File: config.mk
export PLATFORM = sky130hd
export DESIGN_NAME = fsk_rx_deframer
export DESIGN_NICKNAME = d
export VERILOG_FILES = /design/src/rtl/fsk_rx_deframer.sv
export SDC_FILE = /design/constraint.sdc
export NUM_CORES = 1
export LEC_CHECK = 0
export CAP_MARGIN = 20
export CORE_MARGIN = 3
export CORE_UTILIZATION = 60
export CTS_CLUSTER_SIZE = 10
export DETAILED_ROUTE_END_ITERATION = 6
export PLACE_DENSITY = 0.79
export SETUP_SLACK_MARGIN = 0.2
export SYNTH_ARGS = -nofsm -noshare
export SYNTH_HDL_FRONTEND = slang
export SYNTH_SLANG_ARGS = --single-unit
File: constraint.sdc
create_clock -name clk -period 3.5 [get_ports clk]
set_input_delay 0.7 -clock clk [delete_from_list [all_inputs] [get_ports clk]]
set_output_delay 0.7 -clock clk [all_outputs]
set_load 0.1 [all_outputs]
File: src/rtl/fsk_rx_deframer.sv
// Receive deframer for the demodulated FSK bit stream: input conditioning,
// async 8N1 frame recovery and a valid/ready output holding register.
module fsk_rx_deframer #(
    parameter int unsigned CLKS_PER_BIT = 10000,
    parameter int unsigned DEBOUNCE     = 8
) (
    input  logic       clk,
    input  logic       rst_n,
    input  logic       enable,
    input  logic       rx_bit,
    output logic [7:0] rx_data,
    output logic       rx_valid,
    input  logic       rx_ready,
    output logic       frame_err,
    output logic       overrun,
    output logic       busy
);

    localparam int unsigned CNT_W = $clog2(CLKS_PER_BIT);
    localparam int unsigned DB_W  = $clog2(DEBOUNCE + 1);

    localparam logic [CNT_W-1:0] HALF_BIT = CNT_W'(CLKS_PER_BIT / 2 - 1);
    localparam logic [CNT_W-1:0] FULL_BIT = CNT_W'(CLKS_PER_BIT - 1);
    localparam logic [DB_W-1:0]  DB_LAST  = DB_W'(DEBOUNCE - 1);

    typedef enum logic [2:0] {
        ST_IDLE,
        ST_START,
        ST_DATA,
        ST_STOP,
        ST_BREAK
    } state_t;

    logic [1:0]       sync_q;
    logic [DB_W-1:0]  db_cnt_q;
    logic             line_q;
    logic             line_prev_q;
    logic             fall_c;

    state_t           state_q, state_d;
    logic [CNT_W-1:0] cnt_q, cnt_d;
    logic [2:0]       idx_q, idx_d;
    logic [7:0]       shift_q, shift_d;
    logic             byte_done_c;
    logic             frame_err_c;

    // Two-flop synchroniser for the asynchronous modem output; idles high.
    always_ff @(posedge clk or negedge rst_n) begin
        if (!rst_n) begin
            sync_q <= 2'b11;
        end else begin
            sync_q <= {sync_q[0], rx_bit};
        end
    end

    // Debounce: the filtered line follows only after DEBOUNCE disagreeing samples in a row.
    always_ff @(posedge clk or negedge rst_n) begin
        if (!rst_n) begin
            db_cnt_q    <= '0;
            line_q      <= 1'b1;
            line_prev_q <= 1'b1;
        end else begin
            line_prev_q <= line_q;
            if (sync_q[1] == line_q) begin
                db_cnt_q <= '0;
            end else if (db_cnt_q == DB_LAST) begin
                line_q   <= sync_q[1];
                db_cnt_q <= '0;
            end else begin
                db_cnt_q <= db_cnt_q + DB_W'(1);
            end
        end
    end

    assign fall_c = line_prev_q & ~line_q;

    // Frame state register.
    always_ff @(posedge clk or negedge rst_n) begin
        if (!rst_n) begin
            state_q <= ST_IDLE;
            cnt_q   <= '0;
            idx_q   <= '0;
            shift_q <= '0;
            busy    <= 1'b0;
        end else begin
            state_q <= state_d;
            cnt_q   <= cnt_d;
            idx_q   <= idx_d;
            shift_q <= shift_d;
            busy    <= (state_d != ST_IDLE);
        end
    end

    // Frame sequencing: mid-bit sampling timed from the filtered start edge.
    always_comb begin
        state_d     = state_q;
        cnt_d       = cnt_q;
        idx_d       = idx_q;
        shift_d     = shift_q;
        byte_done_c = 1'b0;
        frame_err_c = 1'b0;

        if (!enable) begin
            state_d = ST_IDLE;
            cnt_d   = '0;
            idx_d   = '0;
        end else begin
            case (state_q)
                ST_IDLE: begin
                    if (fall_c) begin
                        state_d = ST_START;
                        cnt_d   = HALF_BIT;
                    end
                end
                ST_START: begin
                    if (cnt_q == '0) begin
                        if (line_q) begin
                            state_d = ST_IDLE;
                            cnt_d   = '0;
                        end else begin
                            state_d = ST_DATA;
                            idx_d   = '0;
                            cnt_d   = FULL_BIT;
                        end
                    end else begin
                        cnt_d = cnt_q - CNT_W'(1);
                    end
                end
                ST_DATA: begin
                    if (cnt_q == '0) begin
                        shift_d[idx_q] = line_q;
                        cnt_d          = FULL_BIT;
                        if (idx_q == 3'd7) begin
                            state_d = ST_STOP;
                            idx_d   = '0;
                        end else begin
                            idx_d = idx_q + 3'd1;
                        end
                    end else begin
                        cnt_d = cnt_q - CNT_W'(1);
                    end
                end
                ST_STOP: begin
                    if (cnt_q == '0) begin
                        cnt_d = '0;
                        if (line_q) begin
                            byte_done_c = 1'b1;
                            state_d     = ST_IDLE;
                        end else begin
                            frame_err_c = 1'b1;
                            state_d     = ST_BREAK;
                        end
                    end else begin
                        cnt_d = cnt_q - CNT_W'(1);
                    end
                end
                ST_BREAK: begin
                    if (line_q) begin
                        state_d = ST_IDLE;
                    end
                end
                default: begin
                    state_d = ST_IDLE;
                    cnt_d   = '0;
                    idx_d   = '0;
                end
            endcase
        end
    end

    // Output holding register with valid/ready handshake and status pulses.
    always_ff @(posedge clk or negedge rst_n) begin
        if (!rst_n) begin
            rx_data   <= 8'h00;
            rx_valid  <= 1'b0;
            frame_err <= 1'b0;
            overrun   <= 1'b0;
        end else begin
            frame_err <= frame_err_c;
            overrun   <= 1'b0;
            if (byte_done_c) begin
                if (!rx_valid || rx_ready) begin
                    rx_data  <= shift_q;
                    rx_valid <= 1'b1;
                end else begin
                    overrun <= 1'b1;
                end
            end else if (rx_valid && rx_ready) begin
                rx_valid <= 1'b0;
            end
        end
    end

endmodule

## Yosys cells after proc, flatten, opt, wreduce, memory -nomap -nowiden

Index checks and enable logic that the tools add are counted.

| cells by class | value |
|---|---|
| order comparisons | 2 |
| multiplexer cells | 41 |
| bitwise gates (word level) | 3 |
| eq/ne operators | 14 |
| add/sub/neg operators | 3 |
| reductions and logical operators | 15 |

Operator list:

| kind | count |
|---|---|
| 2-to-1 mux 14 bit | 6 |
| case mux 14 bit (5 select lines) | 1 |
| 2-to-1 mux 3 bit | 13 |
| case mux 3 bit (5 select lines) | 1 |
| zero test 14 bit | 1 |
| 2-to-1 mux 1 bit | 14 |
| subtractor 14 x 1 -> 14 bit (second input constant) | 1 |
| != test 3 bit (second input constant) | 4 |
| case mux 3 bit (3 select lines) | 1 |
| bitwise mux 8 bit | 1 |
| 2-to-1 mux 4 bit | 2 |
| AND reduction 2 bit | 4 |
| == test 3 x 2 -> 1 bit (second input constant) | 2 |
| == test 3 bit (second input constant) | 2 |
| adder 4 x 1 -> 4 bit (second input constant) | 1 |
| == test 4 x 3 -> 1 bit (second input constant) | 1 |
| < comparator 3 x 4 -> 1 bit (second input constant) | 1 |
| != test 2 bit (second input constant) | 2 |
| AND reduction 4 bit | 1 |
| adder 3 x 1 -> 3 bit (second input constant) | 1 |
| demux 1 bit (select 3 bit) | 1 |
| == test 3 x 1 -> 1 bit (second input constant) | 1 |
| >= comparator 3 x 1 -> 1 bit (second input constant) | 1 |
| zero test 3 bit | 1 |
| 12 further kinds | 14 |

| storage, ports and cells | value |
|---|---|
| word-level logic and storage cells | 91 |
| register bits after elaboration | 48 |
| input bits | 5 |
| output and inout port bits | 12 |

## Depth between registers and ports, before layout

Gate-level depths: netlist of run 1.

| logic depth | value |
|---|---|
| word-level depth | 6 |
| depth in mapped cells | 9 |
| gate-level depth less buffers | 7 |

## Least setup slack after synthesis of run 1

Ideal clock, no wire load.

| path | value |
|---|---|
| kind | flip-flop to flip-flop |
| start point | register cnt_q[0] |
| end point | register shift_q[6] |
| stages on the path, launching flop included | 9 |
| data arrival time | 1.875 ns |
| period minus slack after synthesis | 2.003 ns |
| setup time | 0.128 ns |
| slack | 1.497 ns |
| path buffers | 1 |
| required time | 3.372 ns |
| path through | dfrtp_1 > inv_1 > ha_1 > nor3b_1 > and4_1 > buf_2 > nand3_2 > nor3b_2 > mux2_1 |

| between the ends | value |
|---|---|
| longest elaborated chain between the ends | 2 |

RTL lines:

| element | RTL line | source |
|---|---|---|
| start, declared | 41 | `logic [CNT_W-1:0] cnt_q, cnt_d;` |
| start signal, assigned | 87 | `cnt_q <= cnt_d;` |
| zero test 14 bit | 130 | `if (cnt_q == '0) begin` |
| AND reduction 3 bit (no source line) | -- |  |
| end signal, assigned | 89 | `shift_q <= shift_d;` |
| end, declared | 43 | `logic [7:0] shift_q, shift_d;` |

Every way passes these cells.
A chain may end at the register's enable or synchronous reset.

## Worst setup path in the final report of run 1

| path | value |
|---|---|
| start point | register cnt_q[0] |
| end point | register rx_data[5] |

| between the ends | value |
|---|---|
| longest elaborated chain between the ends | 5 |

RTL lines:

| element | RTL line | source |
|---|---|---|
| zero test 14 bit | 144 | `if (cnt_q == '0) begin` |
| 2-to-1 mux 1 bit | 144 |  |
| 2-to-1 mux 1 bit | 108 | `case (state_q)` |
| 2-to-1 mux 1 bit | 103 | `if (!enable) begin` |
| AND reduction 2 bit (no source line) | -- |  |
| end signal, assigned | 183 | `rx_data <= shift_q;` |
| end, declared | 11 | `output logic [7:0] rx_data,` |

Every way passes these cells.

==> impl_metrics.yaml, run 1 <==
setup_path:
  crit_buf_inv: 1
  cp.arrival_ns: 2.78
  crit_path_max_fanout: 8
  critPathMaxStageDelay_ns: 0.52
  worst_setup_path_end_kind: "flip-flop"
  crit_required_ns: 3.69
  path_cells: "inv_1 -> ha_1 -> nor4bb_1 -> and4_1 -> nand4_2 -> nor2b_2 -> mux2_4"
  critPathTopFamily: "simple AND/OR/NAND/NOR gates"
  crit_type: "reg -> reg"
  start_kind: "flip-flop"
  cp_slowest_cell: "nor2b_2"
route:
  vias: 1836
  viasPerCell: 6.22
  finalWirelength_um: 4760
  drt_iter0_markers: 168
  wl_per_cell_um: 16.1
  drc_errors: 0
  dr.pass1.iters: 4
  ant_nets: 0
clock_network:
  cts_setup_buffers: 0
  clk_pin_slew_ns: 0.09
  root_buffer: "clkbuf_8"
  cts.sink_count: 48
  cts_tree: "yes"
  cts_htree_levels: 2
  cts_resized: 0
  clock_latency_ns: 0.30
  cts_inserted_buffers: 5
  cts_buffer_depth: 2
  cts_hold_buf: 0
synthesis:
  yosysUniqueCellTypes: 52
  synth_edf_count: 0
  yosysTopAreaCellShare_pct: 44.9
  synthTopCellsByCount: "44 x dfrtp_1, 20 x nand2_1, 18 x nor2_1"
  ys_ff_latch: 48
  yosysMostFrequentCell: "dfrtp_1"
  synth.yosys.warnings: 0
  seq_area_frac_synth_pct: 49.2
  syn_avg_cell_area_um2: 10.6
  yosys.area.top_type: "dfrtp_1"
  ys.flop_type: "dfrtp_1"
  syn_area_mm2: 0.00245
  yosys-top-cells-area: "dfrtp_1 45%, mux2_4 4.9%, dfstp_2 4.3%, a21oi_1 3.3%, nand2_1 3.1%"
  async_flop_share_pct: 100
  syn_inst: 231
  synth_nets: 240
power:
  switching_share_pct: 41.4
  clockPowerShare_pct: 18.7
  p_leak_nw: 1.21
  p_int_mw: 1.02
  combPwrFrac_pct: 38.0
  seq_power_share_pct: 43.3
  vdd_drop_max_mv: 0.416
  pwr_density_cell_mw_per_mm2: 642
  switchingPower_uw: 724
grt:
  grt_max_degree: 49
  antenna_found_initial: 0
  grt_pass1_vias: 1737
  grt_usage_pct: 21.2
  grt_overflow_total: 0
  grt_pass1_wl_um: 8250
placed_design:
  dpl.hpwl_um: 3280
  gp_congestion: 0.901
  io_buffers: 16
die:
  io_pins: 17
  rows: 22
  die_y_um: 69.9
  initial_core_util_pct: 64.5
  core_mm2: 0.00380
  die_x_um: 69.9
  die-area_mm2: 0.00489
worst_hold_path:
  min_path_type: "in -> async"
sta:
  max_freq_mhz: 385
  rsz0062_at_grt: "no"
  period_minus_slack_ns: 2.60
  fin_skew_ns: 0.00496
  relSlewSlack_pct: 35.1
  fin_crit_sh_pct: 74.2
  setup_viol: 0
  drv_slew: 0
  tns_ns: 0
  hold_viol: 0
  worst_pin_slew_ns: 0.970
outcome:
  status: "finished clean"
layout:
  diodes: 0
  drive_gt1_share_pct: 15.0
  fin_nets: 255
  areaGrowthSynthToFinish_pct: 11.1
  final_core_util_pct: 71.6
  fillers: 286
run:
  drv_cap: 0
cells in the final DEF, fill, tap and decap left out, types with 4 or more instances in the layout:
cell type and instances:
dfrtp_1 44, nand2_1 20, nor2_1 18, a21oi_1 16
clkdlybuf4s50_1 15, o21ai_0 9, nor3_1 8, nand3_1 8
mux2_4 8, inv_1 7, nand2b_1 7, a31oi_1 5
mux2_1 5, clkbuf_8 5, mux2i_1 4, mux2_2 4
ha_1 4, dfstp_2 4
through the flow:
step / power [mW] / hold WS [ns] / setup slack (ns) / std cells / area, µm²
global placement: 1.41 / 0.345 / 0.827 / 286 / 2610
detailed placement: 1.42 / 0.347 / 0.775 / 286 / 2610
floorplan: 1.25 / 0.345 / 1.50 / 231 / 2450
global route: 1.89 / 0.226 / 0.769 / 295 / 2720
CTS: 1.75 / 0.360 / 0.899 / 294 / 2700
finish: 1.75 / 0.238 / 0.904 / 295 / 2720
registers in the layout (all words and copies together) (netlist names):
| register | count |
|---|---|
| state_q | 3 |
| shift_q | 8 |
| line_prev_q | 1 |
| rx_data | 8 |
| cnt_q | 14 |
| line_q | 1 |
| frame_err | 1 |
| idx_q | 3 |
| overrun | 1 |
| rx_valid | 1 |
| db_cnt_q | 4 |
| busy | 1 |
| sync_q | 2 |
area by class of cell:
cell class | count | area, µm² | share of cell area (%)
inverters | 7 | 26.3 | 0.966
clock buffers | 5 | 68.8 | 2.53
repair buffers | 17 | 175 | 6.44
clock inverters | 3 | 18.8 | 0.690
flip-flops and latches | 48 | 1210 | 44.3
multi-input cells | 167 | 1170 | 42.9
well taps | 48 | 60.1 | 2.21
cells by family after synthesis:
kind of cell             synth area share [%]
multiplexers                             10.7
buffers and inverters                    3.17
flip-flops                               49.2
XOR/XNOR                                0.715
AND/OR/NAND/NOR                          22.2
AO/OA/AOI/OAI                            12.0
adder cells (fa/ha/maj)                  2.04
per-layer routing:
layer	up-vias	routed length, µm	global-route usage, %
li1	872	-	-
met1	894	2290	30.9
met2	59	2130	31.1
met3	11	253	4.75
met4	0	85	8.09
met5	-	0	0
power by group through the flow:
stage	logic, mW	registers [mW]	clock network (mW)
floorplan	0.493	0.758	0
global placement	0.648	0.763	0
detailed placement	0.653	0.762	0
CTS	0.654	0.754	0.337
global route	0.746	0.771	0.370
finish	0.664	0.756	0.327
worst paths after layout:
path,from,end,slack (ns),cells after the start
max in group asynchronous,rst_n,line_prev_q,2.73,2
hold / removal,rst_n,shift_q[4],0.24,1
hold reg to reg,sync_q[0],sync_q[1],0.36,0
setup reg to reg,cnt_q[0],rx_data[5],0.90,7
min in group clk,sync_q[0],sync_q[1],0.36,0
setup / recovery,cnt_q[0],rx_data[5],0.90,7
(Power assumes the default switching activity.)
==> run 2, diff against run 1 <==
--- a/config.mk
+++ b/config.mk
@@ -7,10 +7,10 @@
 export LEC_CHECK = 0
 export CAP_MARGIN = 20
 export CORE_MARGIN = 3
-export CORE_UTILIZATION = 60
+export CORE_UTILIZATION = 52
 export CTS_CLUSTER_SIZE = 10
 export DETAILED_ROUTE_END_ITERATION = 6
-export PLACE_DENSITY = 0.79
+export PLACE_DENSITY = 0.73
 export SETUP_SLACK_MARGIN = 0.2
 export SYNTH_ARGS = -nofsm -noshare
 export SYNTH_HDL_FRONTEND = slang
==> constraint.sdc (replaced) <==
create_clock -name clk -period 2.3 [get_ports clk]
set_input_delay 0.46 -clock clk [delete_from_list [all_inputs] [get_ports clk]]
set_output_delay 0.46 -clock clk [all_outputs]
set_load 0.1 [all_outputs]
==> impl_metrics.yaml, run 2 (synthesis gave the netlist of run 1 again) <==
placed_design:
  io_buffers: 16
  gp_congestion: 0.874
  dpl.hpwl_um: 3480
  placed_area_mm2: 0.00270
power:
  p_leak_nw: 1.34
  switching_share_pct: 38.0
  vdd_drop_max_mv: 0.592
  switchingPower_mw: 1.14
  combPwrFrac_pct: 39.2
  finalPower_mw: 3.01
  seq_power_share_pct: 38.8
  pwr_density_cell_mw_per_mm2: 1040
  p_int_mw: 1.87
  clockPowerShare_pct: 22.0
route:
  drt_iter0_markers: 155
  finalWirelength_um: 4990
  dr.pass1.iters: 4
  vias: 1898
  ant_nets: 0
  viasPerCell: 6.03
  drc_errors: 0
  wl_per_cell_um: 15.8
grt:
  grt_pass1_wl_um: 8560
  grt_usage_pct: 20.2
  grt_pass1_vias: 1849
  grt_overflow_total: 0
  grt_max_degree: 49
  antenna_found_initial: 0
setup_path:
  crit_start: "cnt_q[0]"
  reg2reg_slack_ns: 0.31
  crit_path_max_fanout: 8
  reg2reg_depth: 8
  worst_setup_path_end_kind: "flip-flop"
  crit_required_ns: 2.48
  reg2reg_to: "rx_data[6]"
  reg2reg_from: "cnt_q[0]"
  crit_type: "reg -> reg"
  cp.arrival_ns: 2.17
  start_kind: "flip-flop"
  crit_end: "rx_data[6]"
layout:
  final_core_util_pct: 65.1
  top_register: "cnt_q"
  drive_gt1_share_pct: 25.9
  largest_reg_flops: 14
  diodes: 0
  fillers: 347
  areaGrowthSynthToFinish_pct: 18.1
  regArea_mm2: 0.00121
  fin_nets: 271
  final_cell_mix: "44 x dfrtp_1, 27 x buf_4, 20 x nand2_1, 18 x nor2_1, 16 x a21oi_1"
  finalInstanceArea_mm2: 0.00289
  final_common_cell: "dfrtp_1"
  reg_top3: "cnt_q (14), rx_data (8), shift_q (8)"
  multi_input_area_mm2: 0.00119
sta:
  drv_slew: 0
  rsz0062_at_grt: "yes"
  max_freq_mhz: 503
  whs_ns: 0.128
  fin_skew_ns: 0.0122
  fin_crit_sh_pct: 86.5
  period_minus_slack_ns: 1.99
  worst_pin_slew_ns: 0.462
  setup_viol: 0
  relSlewSlack_pct: 69.1
  hold_viol: 0
  tns_ns: 0
clock_network:
  cts_tree: "yes"
  clk_pin_slew_ns: 0.09
  cts.sink_count: 48
  root_buffer: "clkbuf_8"
  cts_inserted_buffers: 5
  clock_latency_ns: 0.30
  cts_htree_levels: 2
  cts_buffer_depth: 2
  cts_hold_buf: 0
die:
  die_y_um: 74.6
  die-area_mm2: 0.00557
  rows: 24
  io_pins: 17
  core_mm2: 0.00444
  die_x_um: 74.6
  initial_core_util_pct: 55.1
run:
  drv_cap: 0
worst_hold_path:
  min_path_type: "in -> async"
outcome:
  status: "finished clean"
-- run 2: cell types whose count changed in the layout (fill, tap and decap cells not counted), sizes merged --
| cell | before | now |
|---|---|---|
| buf | 2 | 30 |
| clkinv | 3 | 0 |
| clkbuf | 5 | 7 |
| bufinv | 0 | 1 |
| clkdlybuf4s50 | 15 | 3 |
-- run 2: repair_timing --
item                                    CTS  global route
cloned                                    0             0
pin swaps                                 0             3
endpoints found under the setup margin    9            22
gates resized for setup                   2             3
buffers inserted                          0             5
-- run 2: layer usage --
| metal | wire (µm) | track usage [%] | up-vias |
|---|---|---|---|
| met4 | 62 | 7.91 | 0 |
| li1 | - | - | 901 |
| met2 | 2450 | 34.0 | 72 |
| met5 | 0 | 0 | - |
| met3 | 280 | 3.60 | 5 |
| met1 | 2200 | 25.9 | 920 |
-- run 2: power groups by stage --
stage | sequential (mW) | combinational, mW | clock [mW]
floorplan | 1.15 | 0.750 | 0
global placement | 1.16 | 1.06 | 0
detailed placement | 1.16 | 1.06 | 0
CTS | 1.15 | 1.08 | 0.670
global route | 1.19 | 1.31 | 0.711
finish | 1.17 | 1.18 | 0.661
-- run 2: final cells by class --
class	instances	area share, %
inverter	7	0.908
multi-input combinational	167	41.2
timing repair buffer	33	9.60
tap	52	2.25
sequential	48	41.7
clock buffer	7	3.33
clock inverter	1	1.04
-- run 2: stage by stage --
step                setup slack [ns]  std cells
finish                         0.311        315
global route                   0.192        315
CTS                            0.212        310
detailed placement             0.118        302
global placement               0.121        302
floorplan                      0.297        231
-- run 2: critical path: stages (launching register included) --
cell      delay, ns
dfrtp_1        0.40
inv_1          0.06
ha_2           0.20
nor4bb_2       0.19
and4_1         0.28
nand4_2        0.11
nor2b_2        0.17
buf_12         0.15
mux2_4         0.30
-- run 2: worst min-delay path by stage --
stage	end	slack, ns	cells past startpoint
floorplan	busy	0.16	0
global placement	sync_q[1]	0.35	0
detailed placement	sync_q[1]	0.35	0
CTS	rx_data[3]	0.14	2
global route	rx_data[3]	0.14	2
finish	rx_data[3]	0.13	2
